## src/rtl/instr_encoder_pkg.sv

```systemverilog
// rtl/instr_encoder_pkg.sv - shared opcode, funct and request-class definitions for the instruction encoder
package instr_encoder_pkg;

    localparam int ALU_FUNCT_WIDTH = 4;

    typedef enum logic [1:0] {
        CLS_ALU_REG = 2'd0,
        CLS_ALU_IMM = 2'd1,
        CLS_LOAD    = 2'd2,
        CLS_STORE   = 2'd3
    } instr_class_e;

    typedef enum logic [ALU_FUNCT_WIDTH-1:0] {
        ALU_ADD  = 4'd0,
        ALU_SUB  = 4'd1,
        ALU_AND  = 4'd2,
        ALU_OR   = 4'd3,
        ALU_XOR  = 4'd4,
        ALU_SLT  = 4'd5,
        ALU_SLTU = 4'd6,
        ALU_SLL  = 4'd7,
        ALU_SRL  = 4'd8,
        ALU_SRA  = 4'd9
    } alu_funct_e;

    localparam logic [6:0] OPC_OP     = 7'b0110011;
    localparam logic [6:0] OPC_OP_IMM = 7'b0010011;
    localparam logic [6:0] OPC_LOAD   = 7'b0000011;
    localparam logic [6:0] OPC_STORE  = 7'b0100011;

    localparam logic [2:0] F3_ADD_SUB = 3'b000;
    localparam logic [2:0] F3_SLL     = 3'b001;
    localparam logic [2:0] F3_SLT     = 3'b010;
    localparam logic [2:0] F3_SLTU    = 3'b011;
    localparam logic [2:0] F3_XOR     = 3'b100;
    localparam logic [2:0] F3_SRL_SRA = 3'b101;
    localparam logic [2:0] F3_OR      = 3'b110;
    localparam logic [2:0] F3_AND     = 3'b111;
    localparam logic [2:0] F3_WORD    = 3'b010;

    localparam logic [6:0] F7_BASE = 7'b0000000;
    localparam logic [6:0] F7_ALT  = 7'b0100000;

    typedef enum logic [1:0] {
        ST_IDLE   = 2'd0,
        ST_ENCODE = 2'd1,
        ST_WRITE  = 2'd2
    } enc_state_e;

endpackage

```

## src/rtl/instr_field_packer.sv

```systemverilog
// rtl/instr_field_packer.sv - combinational packing of request fields into an RV32I word with legality check
module instr_field_packer
    import instr_encoder_pkg::*;
#(
    parameter int N = 32
) (
    input  logic [1:0]                 cls,
    input  logic [ALU_FUNCT_WIDTH-1:0] funct,
    input  logic [4:0]                 rs1,
    input  logic [4:0]                 rs2,
    input  logic [4:0]                 rd,
    input  logic [N-1:0]               immed,
    output logic [31:0]                word,
    output logic                       illegal
);

    logic [2:0] f3;
    logic [6:0] f7;
    logic       known;
    logic       is_shift;
    logic       imm_fits;
    logic       shamt_fits;

    always_comb begin
        f3       = F3_ADD_SUB;
        f7       = F7_BASE;
        known    = 1'b1;
        is_shift = 1'b0;
        case (funct)
            ALU_ADD:  f3 = F3_ADD_SUB;
            ALU_SUB:  begin f3 = F3_ADD_SUB; f7 = F7_ALT; end
            ALU_AND:  f3 = F3_AND;
            ALU_OR:   f3 = F3_OR;
            ALU_XOR:  f3 = F3_XOR;
            ALU_SLT:  f3 = F3_SLT;
            ALU_SLTU: f3 = F3_SLTU;
            ALU_SLL:  begin f3 = F3_SLL; is_shift = 1'b1; end
            ALU_SRL:  begin f3 = F3_SRL_SRA; is_shift = 1'b1; end
            ALU_SRA:  begin f3 = F3_SRL_SRA; f7 = F7_ALT; is_shift = 1'b1; end
            default:  known = 1'b0;
        endcase
    end

    // A 12-bit signed immediate fits when every bit above bit 11 equals the sign bit.
    assign imm_fits   = (immed[N-1:11] == '0) || (&immed[N-1:11]);
    assign shamt_fits = (immed[N-1:5] == '0);

    always_comb begin
        word    = '0;
        illegal = 1'b0;
        case (cls)
            CLS_ALU_REG: begin
                word    = {f7, rs2, rs1, f3, rd, OPC_OP};
                illegal = !known;
            end
            CLS_ALU_IMM: begin
                if (is_shift) begin
                    word    = {f7, immed[4:0], rs1, f3, rd, OPC_OP_IMM};
                    illegal = !shamt_fits;
                end else begin
                    word    = {immed[11:0], rs1, f3, rd, OPC_OP_IMM};
                    illegal = !known || (funct == ALU_SUB) || !imm_fits;
                end
            end
            CLS_LOAD: begin
                word    = {immed[11:0], rs1, F3_WORD, rd, OPC_LOAD};
                illegal = !imm_fits;
            end
            default: begin
                word    = {immed[11:5], rs2, rs1, F3_WORD, immed[4:0], OPC_STORE};
                illegal = !imm_fits;
            end
        endcase
    end

endmodule

```

## src/rtl/instr_encoder.sv

```systemverilog
// rtl/instr_encoder.sv - request-to-RV32I encoder writing words to instruction memory at an auto-incrementing address
module instr_encoder
    import instr_encoder_pkg::*;
#(
    parameter int N         = 32,
    parameter int ADDR_STEP = 4
) (
    input  logic                       clk,
    input  logic                       rst_n,
    input  logic                       start,
    input  logic [N-1:0]               base_addr,
    input  logic                       req_valid,
    output logic                       req_ready,
    input  logic [1:0]                 req_class,
    input  logic [ALU_FUNCT_WIDTH-1:0] req_alu_funct,
    input  logic [4:0]                 req_rs1,
    input  logic [4:0]                 req_rs2,
    input  logic [4:0]                 req_rd,
    input  logic [N-1:0]               req_immed,
    output logic                       mem_we,
    input  logic                       mem_ready,
    output logic [N-1:0]               mem_addr,
    output logic [31:0]                mem_wdata,
    output logic                       err_illegal,
    output logic [7:0]                 err_count
);

    enc_state_e                 state;
    logic [1:0]                 r_class;
    logic [ALU_FUNCT_WIDTH-1:0] r_funct;
    logic [4:0]                 r_rs1;
    logic [4:0]                 r_rs2;
    logic [4:0]                 r_rd;
    logic [N-1:0]               r_immed;
    logic [31:0]                packed_word;
    logic                       packed_illegal;

    instr_field_packer #(.N(N)) u_packer (
        .cls     (r_class),
        .funct   (r_funct),
        .rs1     (r_rs1),
        .rs2     (r_rs2),
        .rd      (r_rd),
        .immed   (r_immed),
        .word    (packed_word),
        .illegal (packed_illegal)
    );

    // start wins over a simultaneous request, so ready is withheld while it is high.
    assign req_ready = rst_n && (state == ST_IDLE) && !start;

    // mem_addr doubles as the write-address counter.
    always_ff @(posedge clk or negedge rst_n) begin
        if (!rst_n) begin
            state       <= ST_IDLE;
            r_class     <= '0;
            r_funct     <= '0;
            r_rs1       <= '0;
            r_rs2       <= '0;
            r_rd        <= '0;
            r_immed     <= '0;
            mem_we      <= 1'b0;
            mem_addr    <= '0;
            mem_wdata   <= '0;
            err_illegal <= 1'b0;
            err_count   <= '0;
        end else begin
            err_illegal <= 1'b0;
            case (state)
                ST_IDLE: begin
                    if (start) begin
                        mem_addr <= base_addr;
                    end else if (req_valid) begin
                        r_class <= req_class;
                        r_funct <= req_alu_funct;
                        r_rs1   <= req_rs1;
                        r_rs2   <= req_rs2;
                        r_rd    <= req_rd;
                        r_immed <= req_immed;
                        state   <= ST_ENCODE;
                    end
                end
                ST_ENCODE: begin
                    if (packed_illegal) begin
                        err_illegal <= 1'b1;
                        if (err_count != 8'hFF) begin
                            err_count <= err_count + 8'd1;
                        end
                        state <= ST_IDLE;
                    end else begin
                        mem_wdata <= packed_word;
                        mem_we    <= 1'b1;
                        state     <= ST_WRITE;
                    end
                end
                ST_WRITE: begin
                    if (mem_ready) begin
                        mem_we   <= 1'b0;
                        mem_addr <= mem_addr + N'(ADDR_STEP);
                        state    <= ST_IDLE;
                    end
                end
                default: state <= ST_IDLE;
            endcase
        end
    end

endmodule

```

## config.mk

```make
export PLATFORM = sky130hd
export DESIGN_NAME = instr_encoder
export DESIGN_NICKNAME = d
export VERILOG_FILES = /design/src/rtl/instr_encoder_pkg.sv /design/src/rtl/instr_field_packer.sv /design/src/rtl/instr_encoder.sv
export SDC_FILE = /design/constraint.sdc
export NUM_CORES = 1
export LEC_CHECK = 0
export BUFFER_PORTS_ARGS = -buffer_cell sky130_fd_sc_hd__buf_4
export CORE_AREA = 2 2 146 112
export DETAILED_ROUTE_END_ITERATION = 7
export DIE_AREA = 0 0 148 114
export GPL_TIMING_DRIVEN = 0
export PLACE_DENSITY = 0.75
export SLEW_MARGIN = 20
export SYNTH_ARGS = -nofsm -noshare
export SYNTH_HDL_FRONTEND = slang
export SYNTH_SLANG_ARGS = --single-unit
```

## constraint.sdc

```tcl
create_clock -name clk -period 6.45 [get_ports clk]
set_input_delay 0.3225 -clock clk [delete_from_list [all_inputs] [get_ports clk]]
set_output_delay 0.3225 -clock clk [all_outputs]
set_load 0.03 [all_outputs]
```

Word level (Yosys, flattened, before mapping). Index checks and enable logic that the tools add are counted.

Add/sub/neg operators: 2. Reductions and logical operators: 27. Mux-type cells: 21. Bitwise operators: 2. Equality and inequality tests: 19.

Operator list (count): $mux W32 (3); $pmux W32 S3 (1); $pmux W32 S2 (1); $add A32 B3 Y32 const B (1); $logic_not A27 Y1 (1); $logic_not A21 Y1 (1); $pmux W3 S7 (1); $reduce_and A21 Y1 (1); $eq A4 B3 Y1 const B (4); $reduce_and A3 Y1 (5); $ne A2 B2 Y1 const B (5); $reduce_or A10 Y1 (1); $add A8 B1 Y8 const B (1); $eq A4 B2 Y1 const B (2); $eq A4 B4 Y1 const B (2); $mux W2 (4); $ne A8 B8 Y1 const B (1); $mux W1 (7); $mux W6 (1); $pmux W2 S3 (1); $eq A2 B1 Y1 const B (2); $eq A2 B2 Y1 const B (2); $eq A4 B1 Y1 const B (1); $logic_not A1 Y1 (4); other kinds (10) (18).

Input port bits: 90. Word-level logic and storage cells: 83. Bits in registers: 129.

Depth between registers and ports, before layout. Gate-level depths: netlist of run 1.

Depth in word-level cells: 10. Gate-level depth with buffers: 8. Mapped depth without buffers: 7.

Modules after synthesis. A second synthesis of run 1 with hierarchy kept.

Cell total of the unflattened synthesis: 548. Area, all modules: 6263.5 um^2.

Modules (own cells, without submodules): instr_encoder (cells an instance 457, area each 5650.4 um^2, seq. area each 3228.1 um^2, instances 1); instr_field_packer (cells an instance 91, area each 613.1 um^2, seq. area each 0.0 um^2, instances 1).

Worst setup path before layout of run 1. Ideal clock, no wire load.

Kind: flip-flop to flip-flop. Start point: register r_immed[20]. End point: register mem_wdata[10]. Setup slack: 4.142 ns. Arrival: 2.183 ns. Cell stages (with the launch flop): 8. Library setup time: 0.125 ns. Period minus slack after synthesis: 2.308 ns. Cells stage by stage: dfrtp_1 > nand4_1 > or4_1 > a2111o_1 > a21oi_1 > o21a_1 > buf_4 > mux2_2.

Longest elaborated chain between the ends: 8. Elaborated cells on any way between the ends: 11. Those cells by class: mux: 2; bitwise: 1; reduce/logical: 8.

Ends and longest elaborated chain: start, declared (RTL line instr_encoder.sv:34) `logic [N-1:0] r_immed;`; start signal, assigned (RTL line instr_encoder.sv:79) `r_immed <= req_immed;`; $logic_not A21 Y1 / $reduce_and A21 Y1 (equally long branches) (RTL line instr_field_packer.sv:45) `assign imm_fits = (immed[N-1:11] == '0) || (&immed[N-1:11]);`; $logic_or A1 B1 Y1 (RTL line instr_field_packer.sv:45); $logic_not A1 Y1 (RTL line instr_field_packer.sv:62, instr_field_packer.sv:67, instr_field_packer.sv:71); $logic_or A1 B1 Y1 (RTL line instr_field_packer.sv:62) `illegal = !known || (funct == ALU_SUB) || !imm_fits;`; $mux W1 (RTL line instr_field_packer.sv:57) `if (is_shift) begin`; $pmux W1 S2 * (RTL line instr_field_packer.sv:51) `case (cls)`; $not A1 Y1 (no source line) *; $reduce_and A2 Y1 (no source line) *; end signal, assigned (RTL line instr_encoder.sv:91) `mem_wdata <= packed_word;`; end, declared (RTL line instr_encoder.sv:23) `output logic [31:0] mem_wdata,`.

Every way passes the cells marked *; elsewhere a longest branch is shown, timed or not. A chain may end at the register's enable or synchronous reset.

Worst setup path in the final report of run 1.
Start point: register state[1]. End point: register r_rs2[4].

Longest elaborated chain between the ends: 2.

Ends and longest elaborated chain: start, declared (RTL line instr_encoder.sv:28) `enc_state_e state;`; start signal, assigned (RTL line instr_encoder.sv:55) `state <= ST_IDLE;`; start signal, assigned (RTL line instr_encoder.sv:80) `state <= ST_ENCODE;`; start signal, assigned (RTL line instr_encoder.sv:89) `state <= ST_IDLE;`; $logic_not A2 Y1 (RTL line instr_encoder.sv:69) `case (state)`; $reduce_and A3 Y1 (no source line); end signal, assigned (RTL line instr_encoder.sv:77) `r_rs2 <= req_rs2;`; end, declared (RTL line instr_encoder.sv:32) `logic [4:0] r_rs2;`.

Every way passes these cells.

==> key figures, run 1 <==
Critical path
  – Slowest-stage cell, CP: clkbuf_1
  – Critical path arrival: 2.97 ns
  – CP Max Fanout: 10
  – Worst Path Buf+Inv: 2
  – CP Cell Sequence: nor3_1 -> and2_1 -> clkbuf_1 -> clkbuf_1 -> mux2_2
  – Crit Path Category: reg -> reg
  – Setup crit end kind: flip-flop
  – Startpoint of the worst register-to-register path: state[1]
  – Critical Path Most Common Cell: clkbuf_1
  – Type of origin of the critical path: flip-flop
  – Critical path's top delay family: buffers and inverters
  – Crit path required time: 6.74 ns
  – CP peak stage delay: 0.60 ns
  – Critical Path Start: state[1]

Power
  – VDD IR-drop max: 0.2829 mV
  – Net switching power: 1.514 mW
  – Internal power: ~2.4 mW
  – Leak: 3.668 nW
  – Sequential Power Share: 34.4%
  – Clock share of power: 26.5%
  – Switching share of total power: 39.05%
  – Power, Total: roughly 3.9 mW
  – Power Density: 470.5 mW/mm^2
  – Logic gate share of total power: about two fifths

GRT
  – First-pass GRT wire length: between 20000 and 30000 um
  – Initial antenna violation count: 0
  – Met3 Resource Use GR: 8.160%
  – Vias in the first global route: 5164
  – M1 GR Usage: about 29%
  – Grt total ovfl: 0
  – Largest net degree at the start of global routing: 74
  – GR peak layer: met2
  – GR Layer Usage met2: 29.63%
  – Gr usage total: around a fifth

Yosys
  – Number of synthesized flops with an enable pin: 0
  – Yosys warns: 0
  – Cells after synthesis: 573
  – Async set-reset flop share out of synthesis: 100.0%
  – Cell Area, Synth: 0.006082 mm^2
  – Synthesized flop and latch total: 125
  – Netlist cell types: 53
  – Syn avg cell area: 10.61 um^2
  – Synth Flop Type: dfrtp_1
  – Share of the yosys chip area belonging to registers: 51.43%

STA
  – Least-Margin Pin Slew: between 0.9 and 1 ns
  – Final Cycle Share: 41.52%
  – Final Hold Viols: 0
  – Final setup vio count: 0
  – Clk_skew: ~0.01 ns
  – Slew headroom: 37.03%
  – Slew Viols, Final: 0
  – Hold slack final: between 0.1 and 0.15 ns
  – Tmin final: about 2.7 ns
  – RSZ-0062 raised after global routing: false
  – Setup tns final: 0 ns
  – Fmax: 373.4 MHz

Floorplanning
  – Die Span X: around 150 um
  – Die Span Y: 114 um
  – Die Area: ~0.017 mm^2
  – Core Footprint: 0.01562 mm^2
  – I/O pin total: 165
  – Starting Density: 38.95%
  – Site Rows: 40

Min path
  – HP Class: in -> reg
  – HP Start: mem_ready

Detailed routing
  – DR vias/cell: 5.344
  – Avg WL per Cell: approximately 17 um
  – Via count: 5237
  – DRT iter0 DRCs: between 300 and 400
  – DRC: 0
  – Pre-Repair DR Iteration Count: 6
  – WL final: roughly 17000 um
  – Final ANT Viol Nets: 0

Status
  – Run status: completed

Clock network
  – CTS H-tree lvls: 4
  – Clock Latency Late Sink: 0.41 ns
  – TritonCTS clock tree: yes
  – Clk slew on worst S/H paths: 0.06 ns
  – Clk sinks: 125
  – CTS Buf Count: 17
  – Clk buf depth: 2
  – Post-cts sizing count: 0
  – Clk root buf: clkbuf_16

Cells and area
  – # diodes: 0
  – FF+latch area: around 0.0031 mm^2
  – Final core occ: 52.79%
  – Synth-to-Final Area Change: 35.53%
  – Share of layout cells above drive strength 1: 36.23%
  – Fin nets: about 850
  – Filler cell count: 1425
  – Multi-input gate area: 0.002720 mm^2

Placement
  – GPL Wtd Cong: 0.8881
  – PortBufs: 161
  – DPL Wire Length: 12220 um

Job
  – MaxCap Viol Count: 0
## metrics by stage
stage,setup WS [ns],instance area [um^2],cells
finish,3.772,8243,980
global route,3.602,8243,980
CTS,3.760,8243,980
detailed placement,3.767,7596,947
global placement,3.724,7561,946
floorplan,4.142,6090,575
## what timing repair did
item	4_1_cts	5_1_grt
setup buffers	0	0
setup endpoints to repair	0	0
hold buffers	1	0
endpoints found under the hold margin	53	0
## area by class of cell
class | instances | share of cell area (%)
inverters | 15 | 0.6831
repair buffers | 163 | 15.21
plain buffers | 37 | 2.247
clock buffers | 17 | 5.161
clock inverters | 15 | 2.565
flip-flops and latches | 125 | 37.95
multi-input cells | 398 | 33.00
well taps | 210 | 3.188
## worst paths after layout
path / endpoint / slack, ns / cells past startpoint
worst max-delay path: r_rs2[4] / 3.77 / 5
worst min-delay path: state[1] / 0.11 / 2
worst max register to register: r_rs2[4] / 3.77 / 5
worst min register to register: mem_wdata[30] / 0.49 / 1
max in group asynchronous: mem_wdata[26] / 5.32 / 3
min in group asynchronous: mem_addr[1] / 0.40 / 2
## flip-flops by register name, summed over array words and instances (netlist names)
signal,flops
mem_addr,32
r_immed,32
mem_wdata,28
err_count,8
r_rd,5
r_rs1,5
r_rs2,5
r_funct,4
r_class,2
state,2
err_illegal,1
mem_we,1
## cells in the mapped netlist, types with 6 or more instances
cell type | count | area [um^2]
nor3_1 | 17 | 85.08
a22o_1 | 10 | 87.58
clkbuf_1 | 23 | 86.33
xor2_1 | 7 | 61.31
a21oi_1 | 53 | 265.3
nand2b_1 | 7 | 43.79
nor4_1 | 7 | 43.79
o21ai_0 | 33 | 165.2
nand3_1 | 18 | 90.09
nor2_1 | 27 | 101.4
o22ai_1 | 14 | 87.58
ha_1 | 6 | 75.07
nand2_1 | 48 | 180.2
mux2_2 | 66 | 743.2
mux2i_1 | 9 | 90.09
dfrtp_1 | 125 | 3128
and3_1 | 8 | 50.05
nand4_1 | 13 | 81.33
inv_1 | 15 | 56.30
buf_4 | 6 | 45.04
mux2_1 | 6 | 67.56
## power by group through the flow
stage	Sequential, mW	Clock [mW]	Combinational, mW
after floorplan	1.63	0	0.636
after global placement	1.33	0	1.49
after detailed placement	1.34	0	1.52
after CTS	1.33	1.05	1.52
after global routing	1.38	1.09	1.64
final	1.33	1.03	1.52
## metal layers
metal,share of wire [%],wire length [um]
met1,46,7674
met2,43,7256
met3,10,1679
met5,0,0
met4,1.5,252
## cells in the final DEF (no fill, tap or decap), drive strengths merged, types with 14 or more instances in the layout
master    n
a21oi    53
buf     176
clkbuf   40
dfrtp   125
inv      19
mux2     73
nand2    48
nand3    18
nor2     27
nor3     17
o21ai    33
o22ai    14
## cells by family after synthesis
family          Yosys count  share of synthesized area [%]
mux                      82                          15.06
xor+xnor                  8                          1.152
compound gates          137                          13.95
fa+ha+maj                 6                          1.234
flops                   125                          51.43
simple gates            162                          13.15
buf+inv                  52                          3.970
other cells               1                        0.06166
Power figures use the tool's default switching activity.
==> run 2: changes to the inputs <==
PLACE_DENSITY = 0.77   (was 0.75)
clock period = 2.4 ns   (was 6.45 ns; I/O delays follow)
==> run 2 against run 1 <==
  * Via count up 6.6%
  * Cell area rose by 9.4%
  * Critical path type unchanged
  * Sequential power rose to 2.7 times the previous value
  * Sequential share of layout area decreased by 3.2 points
  * Clock skew shrank 0.0012 ns
  * Die area did not move
  * Maximum frequency up 12%
==> key figures, run 2 (synthesis results as in run 1) <==
Status
  – Run status: completed (unchanged)

Power
  – Clock share of power: 24.4% (was 26.5%)
  – Power, Total: 10.52 mW (was 3.878 mW)
  – Leak: 3.993 nW (was 3.668 nW)
  – Internal power: 6.353 mW (was 2.364 mW)
  – Net switching power: 4.165 mW (was 1.514 mW)
  – Power Density: 1167 mW/mm^2 (was 470.5 mW/mm^2)
  – Sequential Power Share: 34.4% (about the same)
  – Logic gate share of total power: 41.2% (was 39.1%)
  – VDD IR-drop max: 0.8279 mV (was 0.2829 mV)
  – Switching share of total power: 39.60% (was 39.05%)

Placement
  – DP Worst Slack: -0.3166 ns (was 3.767 ns)
  – Placed instance count: 947 (unchanged)
  – Area after DPL: 0.007596 mm^2 (unchanged)
  – DPL Wire Length: 12170 um (was 12220 um)
  – GPL Wtd Cong: 0.9121 (was 0.8881)
  – PortBufs: 161 (unchanged)

Detailed routing
  – DRT iter0 DRCs: 450 (was 323)
  – Final ANT Viol Nets: 0 (unchanged)
  – DR vias/cell: 5.295 (was 5.344)
  – WL final: 18440 um (was 16860 um)
  – Via count: 5581 (was 5237)
  – Pre-Repair DR Iteration Count: 6 (unchanged)
  – DRC: 0 (unchanged)
  – Avg WL per Cell: 17.49 um (was 17.21 um)

Job
  – MaxCap Viol Count: 0 (unchanged)

Clock network
  – CTS H-tree lvls: 4 (unchanged)
  – Clk slew on worst S/H paths: 0.06 ns (about the same)
  – Clk root buf: clkbuf_16 (unchanged)
  – Clk sinks: 125 (unchanged)
  – Clk buf depth: 2 (unchanged)
  – TritonCTS clock tree: yes (unchanged)
  – CTS Buf Count: 17 (unchanged)
  – Clock Latency Late Sink: 0.41 ns (about the same)

GRT
  – Grt total ovfl: 0 (unchanged)
  – Vias in the first global route: 5533 (was 5164)
  – Initial antenna violation count: 0 (unchanged)
  – Gr usage total: 22.18% (was 20.58%)
  – Largest net degree at the start of global routing: 79 (was 74)
  – First-pass GRT wire length: 29010 um (was 26940 um)

Critical path
  – Setup crit end kind: flip-flop (unchanged)
  – Slowest-stage cell, CP: or4_4 (was clkbuf_1)
  – CP peak stage delay: 0.52 ns (was 0.60 ns)
  – Crit path required time: 2.69 ns (was 6.74 ns)
  – Crit Path Category: reg -> reg (unchanged)
  – CP Cell Sequence: nand4_1 -> or4_4 -> a2111o_1 -> a21oi_2 -> o21a_4 -> buf_8 -> mux2_1 (was nor3_1 -> and2_1 -> clkbuf_1 -> clkbuf_1 -> mux2_2)
  – Type of origin of the critical path: flip-flop (unchanged)
  – CP Max Fanout: 10 (unchanged)
  – Critical path's top delay family: compound AO/OA/AOI/OAI gates (was buffers and inverters)
  – Critical path arrival: 2.67 ns (was 2.97 ns)
  – Worst Path Buf+Inv: 1 (was 2)

STA
  – RSZ-0062 raised after global routing: true (was false)
  – Slew headroom: 51.04% (was 37.03%)
  – Final Hold Viols: 0 (unchanged)
  – Hold slack final: 0.03933 ns (was 0.1080 ns)
  – Least-Margin Pin Slew: 0.7317 ns (was 0.9374 ns)
  – Final Cycle Share: 99.23% (was 41.52%)
  – Clk_skew: 0.008796 ns (was 0.01004 ns)
  – Setup tns final: 0 ns (unchanged)
  – Fmax: 419.9 MHz (was 373.4 MHz)
  – Final worst-path setup slack: 0.01842 ns (was 3.772 ns)
  – Tmin final: 2.382 ns (was 2.678 ns)
  – Final setup vio count: 0 (unchanged)
  – Slew Viols, Final: 0 (unchanged)

Cells and area
  – Post-route insts no fill: 1054 (was 980)
  – Most common cell after layout, fill and taps aside: buf_4 (unchanged)
  – Most frequent cells in the layout: buf_4 (174), dfrtp_1 (125), dlygate4sd3_1 (66), mux2_2 (59), a21oi_1 (52) (was buf_4 (166), dfrtp_1 (125), mux2_2 (66), a21oi_1 (53), nand2_1 (48))
  – Biggest regs: mem_addr x32, r_immed x32, mem_wdata x28 (unchanged)
  – Post-route cell area: 0.009015 mm^2 (was 0.008243 mm^2)
  – Final core occ: 57.73% (was 52.79%)
  – Fin nets: 927 (was 853)
  – Synth-to-Final Area Change: 48.22% (was 35.53%)
  – Multi-input gate area: 0.002791 mm^2 (was 0.002720 mm^2)
  – FF+latch area: 0.003128 mm^2 (unchanged)
  – Share of layout cells above drive strength 1: 35.71% (was 36.23%)
  – Filler cell count: 1350 (was 1425)

Floorplanning
  – Die Span Y: 114 um (unchanged)
  – Die Area: 0.01687 mm^2 (unchanged)
  – Starting Density: 38.95% (unchanged)
  – Die Span X: 148 um (unchanged)
  – Core Footprint: 0.01562 mm^2 (unchanged)
  – Site Rows: 40 (unchanged)
  – I/O pin total: 165 (unchanged)

Min path
  – HP Class: in -> reg (unchanged)
-- run 2: cell types whose count changed in the layout (fill, tap and decap cells not counted), sizes merged --
| cell | previous run | this run |
|---|---|---|
| diode | 0 | 1 |
| clkinv | 7 | 3 |
| dlygate4sd3 | 1 | 66 |
| buf | 176 | 187 |
| clkinvlp | 0 | 5 |
| inv | 19 | 17 |
| bufinv | 4 | 2 |
-- run 2: final cells by class --
| type | instances | area share [%] |
|---|---|---|
| inverter | 15 | 0.6246 |
| clock inverter | 12 | 1.527 |
| tap | 210 | 2.915 |
| timing repair buffer | 238 | 22.00 |
| multi-input combinational | 398 | 30.96 |
| antenna | 1 | 0.02776 |
| buffer | 36 | 2.221 |
| sequential | 125 | 34.70 |
| clock buffer | 19 | 5.024 |
-- run 2: worst paths after layout --
check	startpoint	end	slack, ns	depth (start not counted)
setup / recovery	r_immed[26]	mem_wdata[22]	0.02	7
hold / removal	base_addr[18]	mem_addr[18]	0.04	3
setup reg to reg	r_immed[26]	mem_wdata[22]	0.02	7
hold reg to reg	r_rs1[2]	mem_wdata[17]	0.49	1
max in group asynchronous	rst_n	err_illegal	1.48	3
min in group asynchronous	rst_n	mem_addr[30]	0.20	2
-- run 2: metal layers --
| metal | up-vias | global-route usage [%] | wire (um) |
|---|---|---|---|
| met3 | 31 | 7.720 | 1485 |
| met4 | 0 | 6.667 | 262 |
| met2 | 211 | 33.55 | 8433 |
| li1 | 2597 | - | - |
| met5 | - | 0 | 0 |
| met1 | 2742 | 30.22 | 8258 |
-- run 2: timing repair --
item,in CTS,in global routing
gates resized for setup,16,13
pin swaps,4,2
buffers inserted,3,6
gates cloned,1,0
endpoints found under the setup margin,59,37
hold endpoints to repair,112,0
hold buffers,66,0
-- run 2: power groups by stage --
stage / clock network (mW) / logic (mW) / registers, mW
2_1_floorplan: 0 / 1.71 / 4.39
5_1_grt: 2.72 / 4.66 / 3.74
3_3_place_gp: 0 / 4.00 / 3.57
6_report: 2.57 / 4.33 / 3.62
4_1_cts: 2.62 / 4.23 / 3.58
3_5_place_dp: 0 / 4.07 / 3.60
-- run 2: worst min-delay path, delay by kind of cell --
family | cells | cell delay (ns)
AOI/OAI and AO/OA | 2 | 0.20
buffers and inverters | 1 | 0.08
